## config.mk

```make
export PLATFORM = sky130hd
export DESIGN_NAME = list_accum_ctrl
export DESIGN_NICKNAME = d
export VERILOG_FILES = /design/src/rtl/list_accum_pkg.sv /design/src/rtl/list_accum_alu.sv /design/src/rtl/list_accum_ctrl.sv
export SDC_FILE = /design/constraint.sdc
export NUM_CORES = 1
export LEC_CHECK = 0
export ABC_AREA = 1
export BUFFER_PORTS_ARGS = -buffer_cell sky130_fd_sc_hd__buf_2
export CAP_MARGIN = 20
export CORE_UTILIZATION = 25
export DETAILED_ROUTE_END_ITERATION = 6
export GPL_ROUTABILITY_DRIVEN = 0
export PLACE_DENSITY = 0.39
export SETUP_SLACK_MARGIN = 0.02
export SYNTH_ARGS = -nofsm -noshare
export SYNTH_HDL_FRONTEND = slang
export SYNTH_HIERARCHICAL = 1
export SYNTH_SLANG_ARGS = --single-unit
export TNS_END_PERCENT = 100
```

## constraint.sdc

```tcl
create_clock -name clk -period 6.25 [get_ports clk]
set_clock_uncertainty 0.15 [all_clocks]
set_input_delay 0.625 -clock clk [delete_from_list [all_inputs] [get_ports clk]]
set_output_delay 0.625 -clock clk [all_outputs]
set_load 0.1 [all_outputs]
```

## src/rtl/list_accum_pkg.sv

```systemverilog
// Shared definitions for the linked-list accumulator: FSM state encoding and operation modes.
package list_accum_pkg;

    typedef enum logic [4:0] {
        S_IDLE = 5'b00001,
        S_REQ  = 5'b00010,
        S_WAIT = 5'b00100,
        S_ACC  = 5'b01000,
        S_DONE = 5'b10000
    } state_t;

    localparam logic [1:0] MODE_SUM   = 2'b00;
    localparam logic [1:0] MODE_COUNT = 2'b01;
    localparam logic [1:0] MODE_MAX   = 2'b10;
    localparam logic [1:0] MODE_MIN   = 2'b11;

endpackage

```

## src/rtl/list_accum_alu.sv

```systemverilog
// Combinational accumulate step: folds one node value into the running result by mode.
module list_accum_alu
    import list_accum_pkg::*;
#(
    parameter int DATA_W = 16
) (
    input  logic [1:0]        mode,
    input  logic              first,
    input  logic [DATA_W-1:0] result,
    input  logic [DATA_W-1:0] value,
    output logic [DATA_W-1:0] new_result,
    output logic              carry
);

    logic [DATA_W:0] w_sum;

    always_comb begin
        w_sum      = {1'b0, result} + {1'b0, value};
        new_result = result;
        carry      = 1'b0;
        case (mode)
            MODE_SUM: begin
                new_result = w_sum[DATA_W-1:0];
                carry      = w_sum[DATA_W];
            end
            MODE_COUNT: new_result = result + DATA_W'(1);
            // The first node seeds max/min so the cleared result never wins.
            MODE_MAX:   new_result = (first || (value > result)) ? value : result;
            MODE_MIN:   new_result = (first || (value < result)) ? value : result;
            default:    new_result = result;
        endcase
    end

endmodule

```

## src/rtl/list_accum_ctrl.sv

```systemverilog
// Walks a linked list in memory from head_addr, accumulating node values (sum/count/max/min).
module list_accum_ctrl
    import list_accum_pkg::*;
#(
    parameter int DATA_W    = 16,
    parameter int ADDR_W    = 8,
    parameter int MAX_NODES = 255
) (
    input  logic              clk,
    input  logic              rst,
    input  logic              start,
    input  logic [ADDR_W-1:0] head_addr,
    input  logic [1:0]        mode,
    output logic              mem_req,
    output logic [ADDR_W-1:0] mem_addr,
    input  logic              mem_rdy,
    input  logic              mem_rvalid,
    input  logic [DATA_W-1:0] mem_rdata_val,
    input  logic [ADDR_W-1:0] mem_rdata_next,
    output logic              busy,
    output logic              done,
    output logic [DATA_W-1:0] result,
    output logic [ADDR_W-1:0] node_cnt,
    output logic              overflow,
    output logic              error
);

    localparam logic [ADDR_W-1:0] MAX_CNT = ADDR_W'(MAX_NODES);

    state_t            r_state;
    logic [ADDR_W-1:0] r_ptr;
    logic [1:0]        r_mode;
    logic [DATA_W-1:0] r_val;
    logic [ADDR_W-1:0] r_next;
    logic [DATA_W-1:0] r_result;
    logic [ADDR_W-1:0] r_node_cnt;
    logic              r_overflow;
    logic              r_error;
    logic              r_mem_req;
    logic              r_busy;
    logic              r_done;

    logic [DATA_W-1:0] w_alu_result;
    logic              w_alu_carry;
    logic [ADDR_W-1:0] w_cnt_inc;

    assign w_cnt_inc = r_node_cnt + ADDR_W'(1);

    list_accum_alu #(
        .DATA_W(DATA_W)
    ) u_alu (
        .mode      (r_mode),
        .first     (r_node_cnt == '0),
        .result    (r_result),
        .value     (r_val),
        .new_result(w_alu_result),
        .carry     (w_alu_carry)
    );

    always_ff @(posedge clk) begin
        if (rst) begin
            r_state    <= S_IDLE;
            r_ptr      <= '0;
            r_mode     <= MODE_SUM;
            r_val      <= '0;
            r_next     <= '0;
            r_result   <= '0;
            r_node_cnt <= '0;
            r_overflow <= 1'b0;
            r_error    <= 1'b0;
            r_mem_req  <= 1'b0;
            r_busy     <= 1'b0;
            r_done     <= 1'b0;
        end else begin
            case (r_state)
                S_IDLE: begin
                    if (start) begin
                        r_mode     <= mode;
                        r_result   <= '0;
                        r_node_cnt <= '0;
                        r_overflow <= 1'b0;
                        r_error    <= 1'b0;
                        if (head_addr != '0) begin
                            r_ptr     <= head_addr;
                            r_mem_req <= 1'b1;
                            r_busy    <= 1'b1;
                            r_state   <= S_REQ;
                        end else begin
                            r_done  <= 1'b1;
                            r_state <= S_DONE;
                        end
                    end
                end
                S_REQ: begin
                    if (mem_rdy) begin
                        r_mem_req <= 1'b0;
                        r_state   <= S_WAIT;
                    end
                end
                S_WAIT: begin
                    if (mem_rvalid) begin
                        r_val   <= mem_rdata_val;
                        r_next  <= mem_rdata_next;
                        r_state <= S_ACC;
                    end
                end
                S_ACC: begin
                    r_result   <= w_alu_result;
                    r_node_cnt <= w_cnt_inc;
                    r_overflow <= r_overflow | w_alu_carry;
                    if (r_next == '0) begin
                        r_busy  <= 1'b0;
                        r_done  <= 1'b1;
                        r_state <= S_DONE;
                    end else if (w_cnt_inc == MAX_CNT) begin
                        r_error <= 1'b1;
                        r_busy  <= 1'b0;
                        r_done  <= 1'b1;
                        r_state <= S_DONE;
                    end else begin
                        r_ptr     <= r_next;
                        r_mem_req <= 1'b1;
                        r_state   <= S_REQ;
                    end
                end
                S_DONE: begin
                    if (!start) begin
                        r_done  <= 1'b0;
                        r_state <= S_IDLE;
                    end
                end
                default: r_state <= S_IDLE;
            endcase
        end
    end

    assign mem_req  = r_mem_req;
    assign mem_addr = r_ptr;
    assign busy     = r_busy;
    assign done     = r_done;
    assign result   = r_result;
    assign node_cnt = r_node_cnt;
    assign overflow = r_overflow;
    assign error    = r_error;

endmodule

```

==> impl_metrics.tcl <==
set metrics [dict create \
    status "complete, no violations" \
    grt_start_max_net_pins 57 \
    firstDrtPassIters 4 \
    crit_required_ns 6.31 \
    cts_buffer_depth 2 \
    antenna_found_initial 0 \
    worstPathArrival_ns 3.19 \
    start_util_pct 25.80 \
    critical_path_class "flip-flop to flip-flop" \
    layout.nets 1028 \
    area_growth_pct 15.52 \
    yosysTopAreaCell "dfxtp_1" \
    netlist_area_sq_um 5475 \
    synth.avg_cell_area_sq_um 6.090 \
    finalSetupTns_ns 0 \
    post-route-min-period_ns 3.128 \
    ant_nets 0 \
    cts_resized 0 \
    synth_fp_nets 975 \
    drive_above_1_share_pct 12.85 \
    drtIter0Drc 305 \
    htreeDepth 3 \
    cp-start-kind "flip-flop" \
    post_dp_cell_area_sq_um 6020 \
    ys_types 39 \
    ys_seq_area_share_pct 24.86 \
    die_area_sq_um 22500 \
    die_height_um 150.0 \
    dp_cells 1216 \
    core_sq_um 21220 \
    hp-class "flip-flop to flip-flop" \
    hold_buffers 0 \
    clock_latency_ns 0.35 \
    cts.sinks 68 \
    syn-instance-count 899 \
    fin_crit_sh_pct 50.05 \
    grtUsageTotal_pct 18.07 \
    finalNonFillerCells 1232 \
    grt_pass1_wl_mm 30.97 \
    synthTopCellsByCount "225 x nand2_1, 131 x nand3_1, 117 x inv_1" \
    crit_path_end_kind "flip-flop" \
    cts_inserted_buffers 9 \
    rsz0062_at_grt "no" \
    wl_mm 19.50 \
    yosys_most_used_dff "dfxtp_1" \
    yosys.area.top_type_share_pct 24.86 \
    final-hold-violation-count 0 \
    use_met1_pct 25.91 \
    grt_busiest_layer "met2" \
    io_buffers 75 \
    async_reset_ff_share_pct 0 \
    cap_violations 0 \
    grt_pass1_vias 5588 \
    p_leak_nw 2.948 \
    via_count 5810 \
    cts_tree "built" \
    slew_viol_final 0 \
    worst_slew_pin_slew_ns 1.001 \
    grt_overflow_total 0 \
    viasPerCell 4.716 \
    clkTransAtPathRegs_ns 0.08 \
    cts_root_buf "clkbuf_16" \
    use_met3_pct 2.287 \
    cellPowerDensity_nw_per_um2 229.0 \
    synth_seq_cells 68 \
    yosysWarnings 6 \
    dieWidth_um 150.0 \
    relSlewSlack_pct 33.23 \
    drc 0 \
    rows 53 \
    finish.instance_area_sq_um 6325 \
    synth_area_leaders "dfxtp_1 25%, nand2_1 15%, nand3_1 12%, a21oi_1 8.9%, ha_1 8.2%" \
    synth_edf_count 0 \
    met2_usage_pct 27.66 \
    postCtsSetupBuffers 0 \
    avgRoutedWirePerCell_um 15.82 \
    n_antenna_cell 0 \
    max-vdd-ir-drop_mv 0.1966 \
    setup_viol 0 \
    timing.fmax_ghz 0.3197 \
    io_pins 76 \
    yosysMostFrequentCell "nand2_1" \
    cp_max_fo 25 \
    hpwl_mm 14.07 \
]
cell families (layout without fill, tap and decap cells):
family	Yosys count	in the layout	share of synthesized area, %
compound gates	148	148	13.94
xor+xnor	10	10	1.600
fa+ha+maj	37	37	8.592
buf+inv	161	219	12.29
flops	68	68	24.86
simple gates	475	475	38.71
final cells by class:
type / count / area, sq um
clock buffers: 9 / 225.2
clock inverters: 7 / 80.08
fillers: 2456 / 14900
inverters: 124 / 465.4
multi-input cells: 670 / 3443
flip-flops and latches: 68 / 1361
well taps: 275 / 344.1
repair buffers: 79 / 405.4
critical path, stage by stage (launching register included):
cell	delay [ns]
dfxtp_1	0.40
inv_1	0.12
ha_1	0.16
nand4_1	0.09
nor4_1	0.21
clkinv_1	0.69
nand2_1	0.65
nand2_1	0.11
nand3_1	0.09
nand2_1	0.07
inv_1	0.06
nand3_1	0.05
nand2_1	0.06
a21oi_1	0.06
where the power goes:
part           switching (mW)  leakage, nW  total (mW)  internal (mW)
combinational           0.323         2.25       0.413         0.0904
sequential             0.0210        0.550       0.482          0.461
clock                   0.238        0.143       0.553          0.315
state kept, by name, summed over array words and instances (netlist names), 2 cells and up:
name	count
r_val	16
r_state	5
mem_addr	8
result	16
node_cnt	8
r_next	8
r_mode	2
cell usage in the layout, fill, tap and decap left out, types with 2 or more instances in the layout:
master,n
clkbuf_16,9
nor2_1,70
nand3_1,131
a31oi_1,4
nor3_1,5
inv_1,117
nand4_1,18
nand2_1,225
nand2_4,3
clkinvlp_4,2
nand3b_1,2
o21ai_0,37
nand2_2,4
buf_2,75
nand3_2,2
a21oi_1,97
inv_2,5
ha_1,36
xor2_1,10
clkinv_1,2
nor2_2,5
nor3_2,2
nor2_4,2
dfxtp_1,68
inv_6,4
o21ai_1,4
buf_4,4
nor4_1,2
per-layer routing:
metal  wire (um)  up-vias  share of wire [%]
li1            -     3036                  -
met1       10020     2644                 51
met2        8377      109                 43
met3         795       21                4.1
met4         304        0                1.6
met5           0        -                  0
path summary, 6_finish.rpt:
check	start	end	slack [ns]	cells past startpoint
max	node_cnt[0]	result[4]	3.12	13
min	error	error	0.31	2
max reg2reg	node_cnt[0]	result[4]	3.12	13
min reg2reg	error	error	0.31	2
metrics by stage:
stage	setup WS [ns]	total power [mW]	hold WS (ns)	util (%)
after global routing	2.774	1.533	0.3292	29.81
after CTS	3.102	1.477	0.3125	29.81
after floorplan	3.186	0.8074	0.2934	-
final	3.122	1.448	0.3065	29.81
after global placement	3.107	0.9144	0.3008	28.37
after detailed placement	3.112	0.9111	0.3027	28.37
No activity file was read; power rests on OpenSTA's default activity.
